$ cat src/rtl/timer_irq_periph.sv
`default_nettype none
// ============================================================================
// Module   : timer_irq_periph
// Brief    : Memory-mapped reloading timer with level IRQ, prescaler and a
//            free-running read-only cycle counter.
// Revision : 1.0 - initial release
// ============================================================================
module timer_irq_periph #(
    parameter logic [31:0] BASE_ADDR = 32'h4000_0000,
    parameter int          PRESCALE  = 1
) (
    input  logic        clk,
    input  logic        reset,
    input  logic        MemRd,
    input  logic        MemWr,
    input  logic [31:0] Addr,
    input  logic [31:0] WriteData,
    output logic [31:0] ReadData,
    output logic        IRQ
);

    localparam logic [31:0] c_ADDR_TH      = BASE_ADDR;
    localparam logic [31:0] c_ADDR_TL      = BASE_ADDR + 32'h4;
    localparam logic [31:0] c_ADDR_TCON    = BASE_ADDR + 32'h8;
    localparam logic [31:0] c_ADDR_SYSTICK = BASE_ADDR + 32'hC;
    localparam logic [15:0] c_PCNT_MAX     = 16'(PRESCALE - 1);
    localparam logic [31:0] c_TL_MAX       = 32'hFFFF_FFFF;

    logic [31:0] r_th;
    logic [31:0] r_tl;
    logic        r_en;
    logic        r_ie;
    logic        r_st;
    logic [31:0] r_systick;
    logic [15:0] r_pcnt;

    logic        w_hit_th;
    logic        w_hit_tl;
    logic        w_hit_tcon;
    logic        w_hit_systick;
    logic        w_wr_th;
    logic        w_wr_tl;
    logic        w_wr_tcon;
    logic        w_tick;
    logic        w_ovf;
    logic        w_ovf_set;
    logic [31:0] w_rdata;

    assign w_hit_th      = (Addr == c_ADDR_TH);
    assign w_hit_tl      = (Addr == c_ADDR_TL);
    assign w_hit_tcon    = (Addr == c_ADDR_TCON);
    assign w_hit_systick = (Addr == c_ADDR_SYSTICK);

    assign w_wr_th   = MemWr && w_hit_th;
    assign w_wr_tl   = MemWr && w_hit_tl;
    assign w_wr_tcon = MemWr && w_hit_tcon;

    // Tick and overflow are qualified with the pre-edge EN/IE, so a TCON
    // write never changes what happens on its own edge.
    assign w_tick    = r_en && (r_pcnt == c_PCNT_MAX);
    assign w_ovf     = w_tick && (r_tl == c_TL_MAX);
    assign w_ovf_set = w_ovf && r_ie;

    assign IRQ = r_ie && r_st;

    always_ff @(posedge clk) begin
        if (reset) begin
            r_pcnt <= '0;
        end else if (r_en) begin
            if (r_pcnt == c_PCNT_MAX) begin
                r_pcnt <= '0;
            end else begin
                r_pcnt <= r_pcnt + 16'd1;
            end
        end
    end

    always_ff @(posedge clk) begin
        if (reset) begin
            r_th <= '0;
        end else if (w_wr_th) begin
            r_th <= WriteData;
        end
    end

    // A bus write to TL overrides the increment/reload of the same cycle.
    always_ff @(posedge clk) begin
        if (reset) begin
            r_tl <= '0;
        end else if (w_wr_tl) begin
            r_tl <= WriteData;
        end else if (w_ovf) begin
            r_tl <= r_th;
        end else if (w_tick) begin
            r_tl <= r_tl + 32'd1;
        end
    end

    // ST from a coincident overflow is OR-ed in so a clear never loses it.
    always_ff @(posedge clk) begin
        if (reset) begin
            r_en <= 1'b0;
            r_ie <= 1'b0;
            r_st <= 1'b0;
        end else if (w_wr_tcon) begin
            r_en <= WriteData[0];
            r_ie <= WriteData[1];
            r_st <= WriteData[2] | w_ovf_set;
        end else if (w_ovf_set) begin
            r_st <= 1'b1;
        end
    end

    always_ff @(posedge clk) begin
        if (reset) begin
            r_systick <= '0;
        end else begin
            r_systick <= r_systick + 32'd1;
        end
    end

    always_comb begin
        w_rdata = '0;
        if (MemRd) begin
            if (w_hit_th) begin
                w_rdata = r_th;
            end else if (w_hit_tl) begin
                w_rdata = r_tl;
            end else if (w_hit_tcon) begin
                w_rdata = {29'd0, r_st, r_ie, r_en};
            end else if (w_hit_systick) begin
                w_rdata = r_systick;
            end
        end
    end

    assign ReadData = w_rdata;

endmodule
`default_nettype wire

$ cat config.mk
export PLATFORM = sky130hd
export DESIGN_NAME = timer_irq_periph
export DESIGN_NICKNAME = d
export VERILOG_FILES = /design/src/rtl/timer_irq_periph.sv
export SDC_FILE = /design/constraint.sdc
export NUM_CORES = 1
export LEC_CHECK = 0
export BUFFER_PORTS_ARGS = -buffer_cell sky130_fd_sc_hd__buf_4
export CAP_MARGIN = 20
export CORE_MARGIN = 1.5
export CORE_UTILIZATION = 52
export CTS_BUF_LIST = sky130_fd_sc_hd__clkbuf_8 sky130_fd_sc_hd__clkbuf_16
export CTS_CLUSTER_SIZE = 30
export DETAILED_ROUTE_END_ITERATION = 10
export GPL_TIMING_DRIVEN = 1
export HOLD_SLACK_MARGIN = 0.06
export PLACE_DENSITY = 0.77
export REMOVE_ABC_BUFFERS = 1
export SYNTH_ARGS = -nofsm -noshare
export SYNTH_HDL_FRONTEND = slang
export SYNTH_SLANG_ARGS = --single-unit
export TNS_END_PERCENT = 50
$ cat constraint.sdc
create_clock -name clk -period 2.11 [get_ports clk]
set_input_delay 0.1055 -clock clk [delete_from_list [all_inputs] [get_ports clk]]
set_output_delay 0.1055 -clock clk [all_outputs]
set_load 0.1 [all_outputs]
==> reports/results.txt, run 1 <==
maxcap violations -> 0
Hold Vio Cnt, Final -> 0
CTS tree -> built
maximum buffer depth of the clock tree -> 2
max incr delay on CP -> 530 ps
Die Ht -> 115 um
Top cell by count, worst path -> or4_4
Pint -> 4790 uW
dpl hpwl -> 14600 um
DRT iter0 DRCs -> 871
Port Buffers -> 100
ant diodes -> 0
yosys warns -> 0
post-route ant nets -> 0
H-tree depth -> 4
vias per inst -> 6.16
Slew headroom -> 60.2%
R2R setup slack -> -20 ps
top post-synthesis cells by area -> dfxtp_1 (35%), nand2_1 (7.0%), nor2_1 (6.9%)
Clock Pin Slew Worst Setup and Hold Paths -> 60 ps
clk sink count -> 115
Worst EP arrival -> 2450 ps
failing checks -> setup timing
largest net degree at the start of global routing -> 50
post-synth cell types -> 56
Worst Hold Class -> input pin to register
critical path launch point -> r_tl[12]
FMAX -> 469 MHz
area leader, netlist -> dfxtp_1
Worst R2R Path Depth -> 6
power share of the clock group -> 57.9%
FFs w/ async S/R, synth -> 0%
routability cong. -> 0.954
starting density of the core -> 53.9%
clock skew -> 7.28 ps
crit share post-route -> 101%
Synth Flop Type -> dfxtp_1
reg2reg start -> r_tl[12]
grt ovf -> 0
# nets final -> 1119
layout cell share with drive strength beyond 1 -> 28.7%
Num CTS Buffers -> 17
Critical Path Fanout Max -> 8
P per Cell Area -> 611 nW/um^2
Mean Syn Cell Area -> 7.65 sq um
Die W -> 115 um
sequential power share -> 36.5%
Mapped Area -> 6530 sq um
global-route wire length before repair -> 35100 um
final setup fails -> 4
leakage -> 0.00374 uW
reg2reg end -> r_tl[0]
Placed Cells -> 1157
CP Launch Type -> register
worst path cell trace -> nand4_1, or4_4, or4_4, o21ai_2, nand2b_1, a31o_2
sequential area share after synthesis -> 35.2%
die area -> 13200 sq um
critical path class -> register to register
unrepaired setup endpoints after global routing -> yes
Root Driver -> clkbuf_16
final non-filler cell total -> 1227
IO Pins -> 101
WL per Instance -> 19.1 um
Buf/Inv on CP -> 0
Layout area overhead -> 50.1%
GR Util All Layers -> 33.6%
IR drop worst, VDD -> 569 uV
final wirelength -> 23500 um
final critical-path setup slack -> -22.6 ps
WP data required -> 2430 ps
Final Max Tran Viols -> 0
Critical Path End -> r_tl[0]
drt first pass iters -> 5
initial antenna violation count -> 0
clk_lat worst skew -> 420 ps
cell count after synthesis -> 854
CP endpoint kind -> register
Core ar. -> 12100 sq um
stages on the worst setup path -> 6
FP Rows -> 40
CP delay by family, top -> simple AND/OR/NAND/NOR gates
Net Sw Frac -> 20.0%
Comb pwr share -> 5.7%
# DRC -> 0
P_sw -> 1200 uW
actual slew at the worst max-slew pin -> 596 ps
post-synthesis register bit count -> 115
Post-synth EDFFs -> 0
CP max-delay cell -> or4_4
DR vias -> 7556
post-layout util -> 81.0%
Synth top area share -> 35.2%
Final min period -> 2130 ps
status -> complete, but fails checks
vias in the first global route -> 7012
## stage by stage
step                setup WS (ps)  hold slack [ps]  total power (uW)  area (sq um)  setup TNS (ps)
global placement            -92.7              322              2480          8050           -1390
detailed placement           -114              330              2480          8050           -1690
CTS                         -19.5             73.7              5970          9200           -82.0
floorplan                   -3610              168              2290          6290         -216960
global route                 -182              200              6120          9800           -1890
finish                      -22.6              105              5990          9800           -46.3
## kinds of logic (layout without fill, tap and decap cells)
group | count (synthesis) | count (layout) | synth area share, %
buffers and inverters | 75 | 280 | 4.62
flip-flops | 115 | 115 | 35.2
AND/OR/NAND/NOR | 391 | 391 | 28.0
adder cells (fa/ha/maj) | 4 | 4 | 0.766
XOR/XNOR | 61 | 61 | 8.18
multiplexers | 38 | 38 | 5.82
AO/OA/AOI/OAI | 170 | 170 | 17.3
## repair_timing
| item | CTS | global route |
|---|---|---|
| hold buffers | 33 | 0 |
| endpoints found under the hold margin | 66 | 0 |
| setup buffers | 0 | 4 |
| gates resized for setup | 22 | 121 |
| gates cloned | 1 | 2 |
| pin swaps | 0 | 33 |
| endpoints found under the setup margin | 31 | 54 |
## worst reg2reg max path, stage by stage, from the launching register on
cell,delay [ps]
dfxtp_2,350
nand4_1,170
or4_4,520
or4_4,540
o21ai_2,170
nand2b_1,70
a31o_2,220
## placed cells by master, fill, tap and decap left out, types with 6 or more instances in the layout
cell	instances
nand4_1	25
buf_4	152
nand2_4	7
a31oi_1	8
bufinv_16	7
clkbuf_16	18
buf_12	10
a221oi_2	23
dfxtp_1	107
nand2_2	7
dlygate4sd3_1	33
a221oi_4	6
a21oi_1	26
nand2_1	108
and3_1	14
inv_1	16
clkbuf_8	8
nor4_1	13
a211o_1	8
nor2_1	117
o21ai_0	55
mux2i_1	38
nor3_1	16
xnor2_1	16
dfxtp_2	8
nand3_1	42
xor2_1	45
and4_1	11
buf_6	28
## cells in the mapped netlist, types with 3 or more instances
cell and number:
nand2_1 122, nor3_1 17, clkbuf_1 40, buf_2 12, nand4_1 25, a211o_1 8, a221oi_1 29, buf_1 4
nor2_1 120, xnor2_1 16, inv_1 16, a222oi_1 3, mux2i_1 38, or4_1 5, a21oi_1 26, nand3_1 42
o211ai_1 5, and4_1 11, a31oi_1 8, a21o_1 5, dfxtp_1 115, and3_1 14, xor2_1 45, nor4b_1 3
nor4_1 19, o21a_1 4, and2_1 5, a211oi_1 5, o21ai_0 58, ha_1 4
## state kept, by name (all words and copies together) (netlist names)
signal / count
r_pcnt: 16
r_st: 1
r_systick: 32
r_ie: 1
r_tl: 32
r_en: 1
r_th: 32
## worst min-delay path by stage
| stage | start | end | slack (ps) | cells after the start |
|---|---|---|---|---|
| 2_1_floorplan | reset | r_tl[3] | 170 | 1 |
| 3_3_place_gp | WriteData[12] | r_tl[12] | 320 | 3 |
| 3_5_place_dp | WriteData[20] | r_tl[20] | 330 | 3 |
| 4_1_cts | MemWr | r_en | 70 | 4 |
| 5_1_grt | MemWr | r_en | 200 | 4 |
| 6_report | MemWr | r_en | 110 | 4 |
## power groups by stage
stage	clock, uW	sequential [uW]	combinational [uW]
after floorplan	0	2230	52.3
after global placement	0	2230	246
after detailed placement	0	2230	249
after CTS	3470	2180	308
after global routing	3580	2180	357
final	3470	2180	339
## final cells by class
type | instances | area, sq um
fillers | 761 | 2310
well taps | 168 | 210
inverters | 17 | 63.8
multi-input cells | 664 | 4390
flip-flops and latches | 115 | 2310
clock buffers | 21 | 480
repair buffers | 232 | 2130
clock inverters | 10 | 225
## layer usage
layer | vias up | GRT usage [%] | wire, um | share of wire [%]
li1 | 3476 | - | - | -
met1 | 3572 | 42.3 | 9380 | 40
met2 | 430 | 56.5 | 11400 | 49
met3 | 78 | 7.38 | 1860 | 7.9
met4 | 0 | 12.9 | 806 | 3.4
met5 | - | 0 | 0 | 0
No activity file was read; power rests on OpenSTA's default activity.
==> run 2: changes to the inputs <==
--- a/config.mk
+++ b/config.mk
@@ -5,10 +5,11 @@
 export SDC_FILE = /design/constraint.sdc
 export NUM_CORES = 1
 export LEC_CHECK = 0
-export BUFFER_PORTS_ARGS = -buffer_cell sky130_fd_sc_hd__buf_4
+export ABC_AREA = 1
+export BUFFER_PORTS_ARGS = -buffer_cell sky130_fd_sc_hd__buf_2
 export CAP_MARGIN = 20
 export CORE_MARGIN = 1.5
-export CORE_UTILIZATION = 52
+export CORE_UTILIZATION = 53
 export CTS_BUF_LIST = sky130_fd_sc_hd__clkbuf_8 sky130_fd_sc_hd__clkbuf_16
 export CTS_CLUSTER_SIZE = 30
 export DETAILED_ROUTE_END_ITERATION = 10
==> reports/results.txt, run 2 <==
Final min period -> 1960 ps (-169 ps)
largest net degree at the start of global routing -> 43 (-14%)
Synth top area share -> 29.9% (-5.3 points)
cell count after synthesis -> 1286 (+51%)
initial antenna violation count -> 1 (+1)
top post-synthesis cells by area -> dfxtp_1 (30%), nand2_1 (16%), a21oi_1 (9.8%)
layout cell share with drive strength beyond 1 -> 15.3% (-13 points)
clk_lat worst skew -> 430 ps (about the same)
CP Launch Type -> input pin
XOR/XNOR Fraction of Synth Area -> 2.16% (-6.0 points)
Layout area overhead -> 30.5%
area leader, netlist -> dfxtp_1
post-synth cell types -> 39 (-30%)
grt ovf -> 0 (unchanged)
post-route cell area -> 10000 sq um (+2.5%)
Core ar. -> 14000 sq um (+16%)
Num CTS Buffers -> 17 (unchanged)
global-route wire length before repair -> 40900 um (+17%)
yosys warns -> 0 (unchanged)
reg2reg start -> r_pcnt[0]
drt first pass iters -> 7 (+2)
maxcap violations -> 0 (unchanged)
Worst R2R Path Depth -> 9 (+3)
Post-Synth Simple-Gate Area -> 38.6% (+11 points)
die area -> 15300 sq um (+15%)
Synth top cells by count -> nand2_1 (321), inv_1 (167), a21oi_1 (150)
Worst Hold Class -> input pin to register
commonest non-fill, non-tap cell in the layout -> nand2_1
starting density of the core -> 54.8% (+0.90 points)
vias in the first global route -> 8535 (+22%)
vias per inst -> 5.61 (-9.0%)
clock skew -> 11.0 ps (+3.73 ps)
reg2reg end -> r_tl[13]
WHS -> 198 ps (+92.4 ps)
clk sink count -> 115 (unchanged)
Clock Pin Slew Worst Setup and Hold Paths -> 60 ps (about the same)
Hold Vio Cnt, Final -> 0 (unchanged)
commonest cells after routing, fill and taps aside -> nand2_1 (321), inv_1 (167), a21oi_1 (150)
# nets final -> 1504 (+34%)
critical path class -> input pin to primary output
post-route ant nets -> 0 (unchanged)
Post-CTS Setup Bufs -> 0 (unchanged)
R2R setup slack -> 170 ps (+190 ps)
Final Max Tran Viols -> 0 (unchanged)
final setup fails -> 0 (-4)
Post-synth EDFFs -> 0 (unchanged)
WHS Path Cells -> 3 (-1)
FFs w/ async S/R, synth -> 0% (unchanged)
post-synthesis register bit count -> 115 (unchanged)
WL per Instance -> 15.8 um (-17%)
final wirelength -> 25700 um (+9.4%)
DRT iter0 DRCs -> 1056 (+21%)
routability cong. -> 0.998 (+4.7%)
H-tree depth -> 4 (unchanged)
dpl hpwl -> 18300 um (+26%)
FP Rows -> 43 (+7.5%)
# DRC -> 0 (unchanged)
Port Buffers -> 100 (unchanged)
FILL cells -> 1151 (+51%)
IR drop worst, VDD -> 641 uV (+13%)
IO Pins -> 101 (unchanged)
Critical Path Fanout Max -> 24 (+16)
Placed Area -> 9090 sq um (+13%)
CP endpoint kind -> primary output
sequential area share after synthesis -> 29.9% (-5.3 points)
Worst EP arrival -> 1860 ps (-590 ps)
WP data required -> 2000 ps (-430 ps)
FMAX -> 509 MHz (+8.6%)
Die W -> 124 um (+7.3%)
Root Driver -> clkbuf_16
Hold EP -> r_tl[10]
Mean Syn Cell Area -> 5.99 sq um (-22%)
maximum buffer depth of the clock tree -> 2 (unchanged)
Slew headroom -> 40.8% (-19 points)
Synth Area in Compound Gates -> 16.8% (-0.50 points)
actual slew at the worst max-slew pin -> 887 ps (+292 ps)
Adder-Cell Fraction of Synth Area -> 0.650% (-0.12 points)
P per Cell Area -> 554 nW/um^2 (-9.4%)
DR vias -> 9114 (+21%)
count leader, synth -> nand2_1
Die Ht -> 124 um (+7.3%)
unrepaired setup endpoints after global routing -> yes
status -> finished, final reports clean
Mapped Area -> 7700 sq um (+18%)
HP Start -> reset
main combinational cell family by area after synthesis -> simple AND/OR/NAND/NOR gates
CTS tree -> built
crit share post-route -> 93.1% (-8.0 points)
GR Util All Layers -> 34.8% (+1.2 points)
mux share of post-synthesis cell area -> 0% (-5.8 points)
Largest regs -> r_systick (32), r_th (32), r_tl (32)
Synth Flop Type -> dfxtp_1
leakage -> 0.00424 uW (+14%)
==> run 2: cell count changes in the layout (fill, tap and decap cells not counted), moves of 29 or more <==
cell,previous run,this run
xor2_1,45,11
mux2i_1,38,0
buf_2,0,68
nand3_1,42,104
a21oi_1,26,150
buf_4,152,36
inv_1,16,167
o21ai_1,2,31
nand2_1,108,321
==> run 2: kinds of logic after synthesis <==
family | after synthesis
simple gates | 666
compound gates | 251
buf+inv | 231
flops | 115
xor+xnor | 19
fa+ha+maj | 4
==> run 2: what timing repair did <==
item                                    in CTS  in global routing
hold endpoints to repair                    44                  0
hold buffers                                32                  0
gates resized for setup                      0                  4
endpoints found under the setup margin       0                  4
==> run 2: routing by layer <==
layer	GRT usage [%]	wire, um
met1	43.3	10300
met2	57.6	11800
met3	8.44	2700
met4	14.4	872
met5	0	0
==> run 2: worst max path at each step <==
stage / start / to / slack, ps / cells after the start
2_1_floorplan: Addr[15] / ReadData[0] / -1770 / 7
3_3_place_gp: Addr[23] / ReadData[31] / 130 / 11
3_5_place_dp: Addr[21] / ReadData[31] / 110 / 11
4_1_cts: Addr[21] / ReadData[31] / 110 / 11
5_1_grt: r_systick[0] / r_systick[28] / -0.6 / 11
6_report: Addr[0] / ReadData[10] / 150 / 11
==> run 2: layout make-up <==
| class | instances | area, sq um | share of cell area [%] |
|---|---|---|---|
| sequential | 115 | 2300 | 22.9 |
| tap | 180 | 225 | 2.24 |
| clock buffer | 18 | 439 | 4.37 |
| multi-input combinational | 940 | 4500 | 44.8 |
| clock inverter | 14 | 185 | 1.84 |
| antenna | 1 | 2.50 | 0.0249 |
| timing repair buffer | 175 | 1700 | 16.9 |
| inverter | 183 | 689 | 6.86 |
==> run 2: per-stage QoR <==
stage / std cells / worst slack [ps] / power [uW] / util (%) / setup TNS, ps
2_1_floorplan: 1238 / -1770 / 2300 / - / -73020
3_3_place_gp: 1561 / 132 / 2460 / 64.7 / 0
3_5_place_dp: 1561 / 114 / 2460 / 64.7 / 0
4_1_cts: 1625 / 107 / 5550 / 71.5 / 0
5_1_grt: 1626 / -0.644 / 5690 / 71.6 / -0.644
6_report: 1626 / 146 / 5560 / 71.6 / 0
==> run 2: where the power goes <==
group          switching, uW  internal [uW]
combinational            157            133
clock                   1100           2000
sequential              2.40           2180
total                   1260           4310
==> run 2: worst max-delay path, cell delays in order <==
cell and delay (ps):
buf_2 100, inv_1 40, nand2_1 90, nor3_1 270, nand3_1 200, nor2_4 180, buf_12 190, inv_2 110
o211ai_1 260, inv_1 120, buf_12 180
==> run 3: changes to the inputs <==
--- a/config.mk
+++ b/config.mk
@@ -8,14 +8,16 @@
 export ABC_AREA = 1
 export BUFFER_PORTS_ARGS = -buffer_cell sky130_fd_sc_hd__buf_2
 export CAP_MARGIN = 20
+export CELL_PAD_IN_SITES_DETAIL_PLACEMENT = 1
+export CELL_PAD_IN_SITES_GLOBAL_PLACEMENT = 2
 export CORE_MARGIN = 1.5
-export CORE_UTILIZATION = 53
+export CORE_UTILIZATION = 28
 export CTS_BUF_LIST = sky130_fd_sc_hd__clkbuf_8 sky130_fd_sc_hd__clkbuf_16
 export CTS_CLUSTER_SIZE = 30
 export DETAILED_ROUTE_END_ITERATION = 10
 export GPL_TIMING_DRIVEN = 1
 export HOLD_SLACK_MARGIN = 0.06
-export PLACE_DENSITY = 0.77
+export PLACE_DENSITY_LB_ADDON = 0.1
 export REMOVE_ABC_BUFFERS = 1
 export SYNTH_ARGS = -nofsm -noshare
 export SYNTH_HDL_FRONTEND = slang
==> reports/results.txt, run 3 (synthesis results as in run 2) <==
HP Start -> MemWr
Final Max Tran Viols -> 0 (unchanged)
R2R setup slack -> 150 ps (-20 ps)
Hold EP -> r_tl[3]
reg2reg start -> r_tl[1]
Root Driver -> clkbuf_16
Core ar. -> 27000 sq um (+92%)
clk sink count -> 115 (unchanged)
Worst Hold Class -> input pin to register
final non-filler cell total -> 1814 (+12%)
# nets final -> 1535 (+2.1%)
largest net degree at the start of global routing -> 31 (-28%)
starting density of the core -> 28.6% (-26 points)
vias per inst -> 4.86 (-13%)
Slew headroom -> 59.6% (+19 points)
Die Ht -> 169 um (+37%)
DR vias -> 8822 (-3.2%)
GR Util All Layers -> 23.1% (-12 points)
grt ovf -> 0 (unchanged)
WP data required -> 2410 ps (+410 ps)
CP Launch Type -> register
post-route ant nets -> 0 (unchanged)
H-tree depth -> 4 (unchanged)
FILL cells -> 3489 (+200%)
reg2reg end -> r_tl[9]
Die W -> 169 um (+37%)
IR drop worst, VDD -> 451 uV (-30%)
vias in the first global route -> 8927 (+4.6%)
Hold Vio Cnt, Final -> 0 (unchanged)
final wirelength -> 32100 um (+25%)
maxcap violations -> 0 (unchanged)
Critical Path Fanout Max -> 8 (-67%)
Final min period -> 1960 ps (-1.74 ps)
FMAX -> 510 MHz (about the same)
critical path class -> register to register
Layout area overhead -> 36.2%
# DRC -> 0 (unchanged)
die area -> 28500 sq um (+87%)
global-route wire length before repair -> 50300 um (+23%)
maximum buffer depth of the clock tree -> 2 (unchanged)
commonest non-fill, non-tap cell in the layout -> nand2_1
Placed Cells -> 1748 (+12%)
initial antenna violation count -> 0 (-1)
WL per Instance -> 17.7 um (+12%)
clock skew -> 10.6 ps (-0.371 ps)
unrepaired setup endpoints after global routing -> yes
dpl hpwl -> 24100 um (+32%)
status -> finished, final reports clean
P per Cell Area -> 513 nW/um^2 (-7.3%)
final setup fails -> 0 (unchanged)
IO Pins -> 101 (unchanged)
crit share post-route -> 93.0% (about the same)
Port Buffers -> 100 (unchanged)
Largest regs -> r_systick (32), r_th (32), r_tl (32)
setup TNS -> 0 ps (unchanged)
actual slew at the worst max-slew pin -> 604 ps (-283 ps)
Worst R2R Path Depth -> 11 (+2)
WHS -> 233 ps (+34.9 ps)
CTS tree -> built
WHS Path Cells -> 4 (+1)
routability cong. -> 0.805 (-19%)
leakage -> 0.00442 uW (+4.1%)
FP Rows -> 60 (+40%)
drt first pass iters -> 7 (unchanged)
clk_lat worst skew -> 430 ps (about the same)
layout cell share with drive strength beyond 1 -> 17.5% (+2.2 points)
CP endpoint kind -> register
DRT iter0 DRCs -> 394 (-63%)
Clock Pin Slew Worst Setup and Hold Paths -> 60 ps (about the same)
commonest cells after routing, fill and taps aside -> nand2_1 (317), inv_1 (168), a21oi_1 (149)
Worst EP arrival -> 2260 ps (+400 ps)
Num CTS Buffers -> 17 (unchanged)
[run 3: cell types whose count changed in the layout (fill, tap and decap cells not counted), sizes merged]
cell,before,now
clkinv,8,6
bufinv,4,2
buf,143,173
clkinvlp,3,0
clkbuf,18,22
[run 3: where the power goes]
group / switching, uW / internal (uW) / leakage, uW
Sequential: 7.03 / 2180 / 0.000927
Combinational: 164 / 129 / 0.00320
Clock: 1080 / 1820 / 0.000287
[run 3: worst max-delay path by stage]
stage	startpoint	end	slack [ps]	cells past startpoint
after floorplan	Addr[15]	ReadData[0]	-1770	7
after global placement	Addr[27]	ReadData[12]	90	13
after detailed placement	r_systick[1]	r_systick[28]	80	11
after CTS	r_systick[1]	r_systick[28]	60	11
after global routing	r_tl[2]	r_tl[21]	-20	12
final	r_tl[1]	r_tl[9]	150	11
[run 3: per-stage QoR]
step,area [sq um],setup WS (ps),util (%),total power [uW]
finish,10500,148,38.9,5380
global placement,9490,91.1,35.2,2480
floorplan,7470,-1770,-,2300
detailed placement,9490,81.5,35.2,2480
global route,10500,-18.6,38.9,5590
CTS,10400,62.6,38.5,5450
[run 3: layer usage]
metal  track usage [%]  share of wire (%)
met5                 0                  0
met4              5.32                1.2
met3              3.32                2.5
met2              38.6                 47
met1              31.4                 50
[run 3: repair_timing]
| item | CTS | global route |
|---|---|---|
| hold buffers | 32 | 0 |
| endpoints found under the hold margin | 47 | 0 |
| resized for setup | 0 | 16 |
| setup buffers | 0 | 4 |
| endpoints found under the setup margin | 0 | 58 |
[run 3: layout make-up]
type / instances / area (sq um) / area share (%)
Antenna cell: 1 / 2.50 / 0.0239
Clock buffer: 21 / 480 / 4.58
Clock inverter: 7 / 83.8 / 0.799
Inverter: 183 / 687 / 6.55
Multi-Input combinational cell: 940 / 4550 / 43.4
Sequential cell: 115 / 2310 / 22.0
Tap cell: 341 / 427 / 4.07
Timing Repair Buffer: 206 / 1950 / 18.6
[run 3: critical path: stages, from the launching register on]
cell and delay [ps]:
dfxtp_1 340, ha_1 200, nand2_1 130, nor2_4 180, nand2_4 100, nor2_8 180, nand2_4 100, nor2_8 130
buf_4 180, o21ai_1 90, a21oi_1 140, nor2_1 60
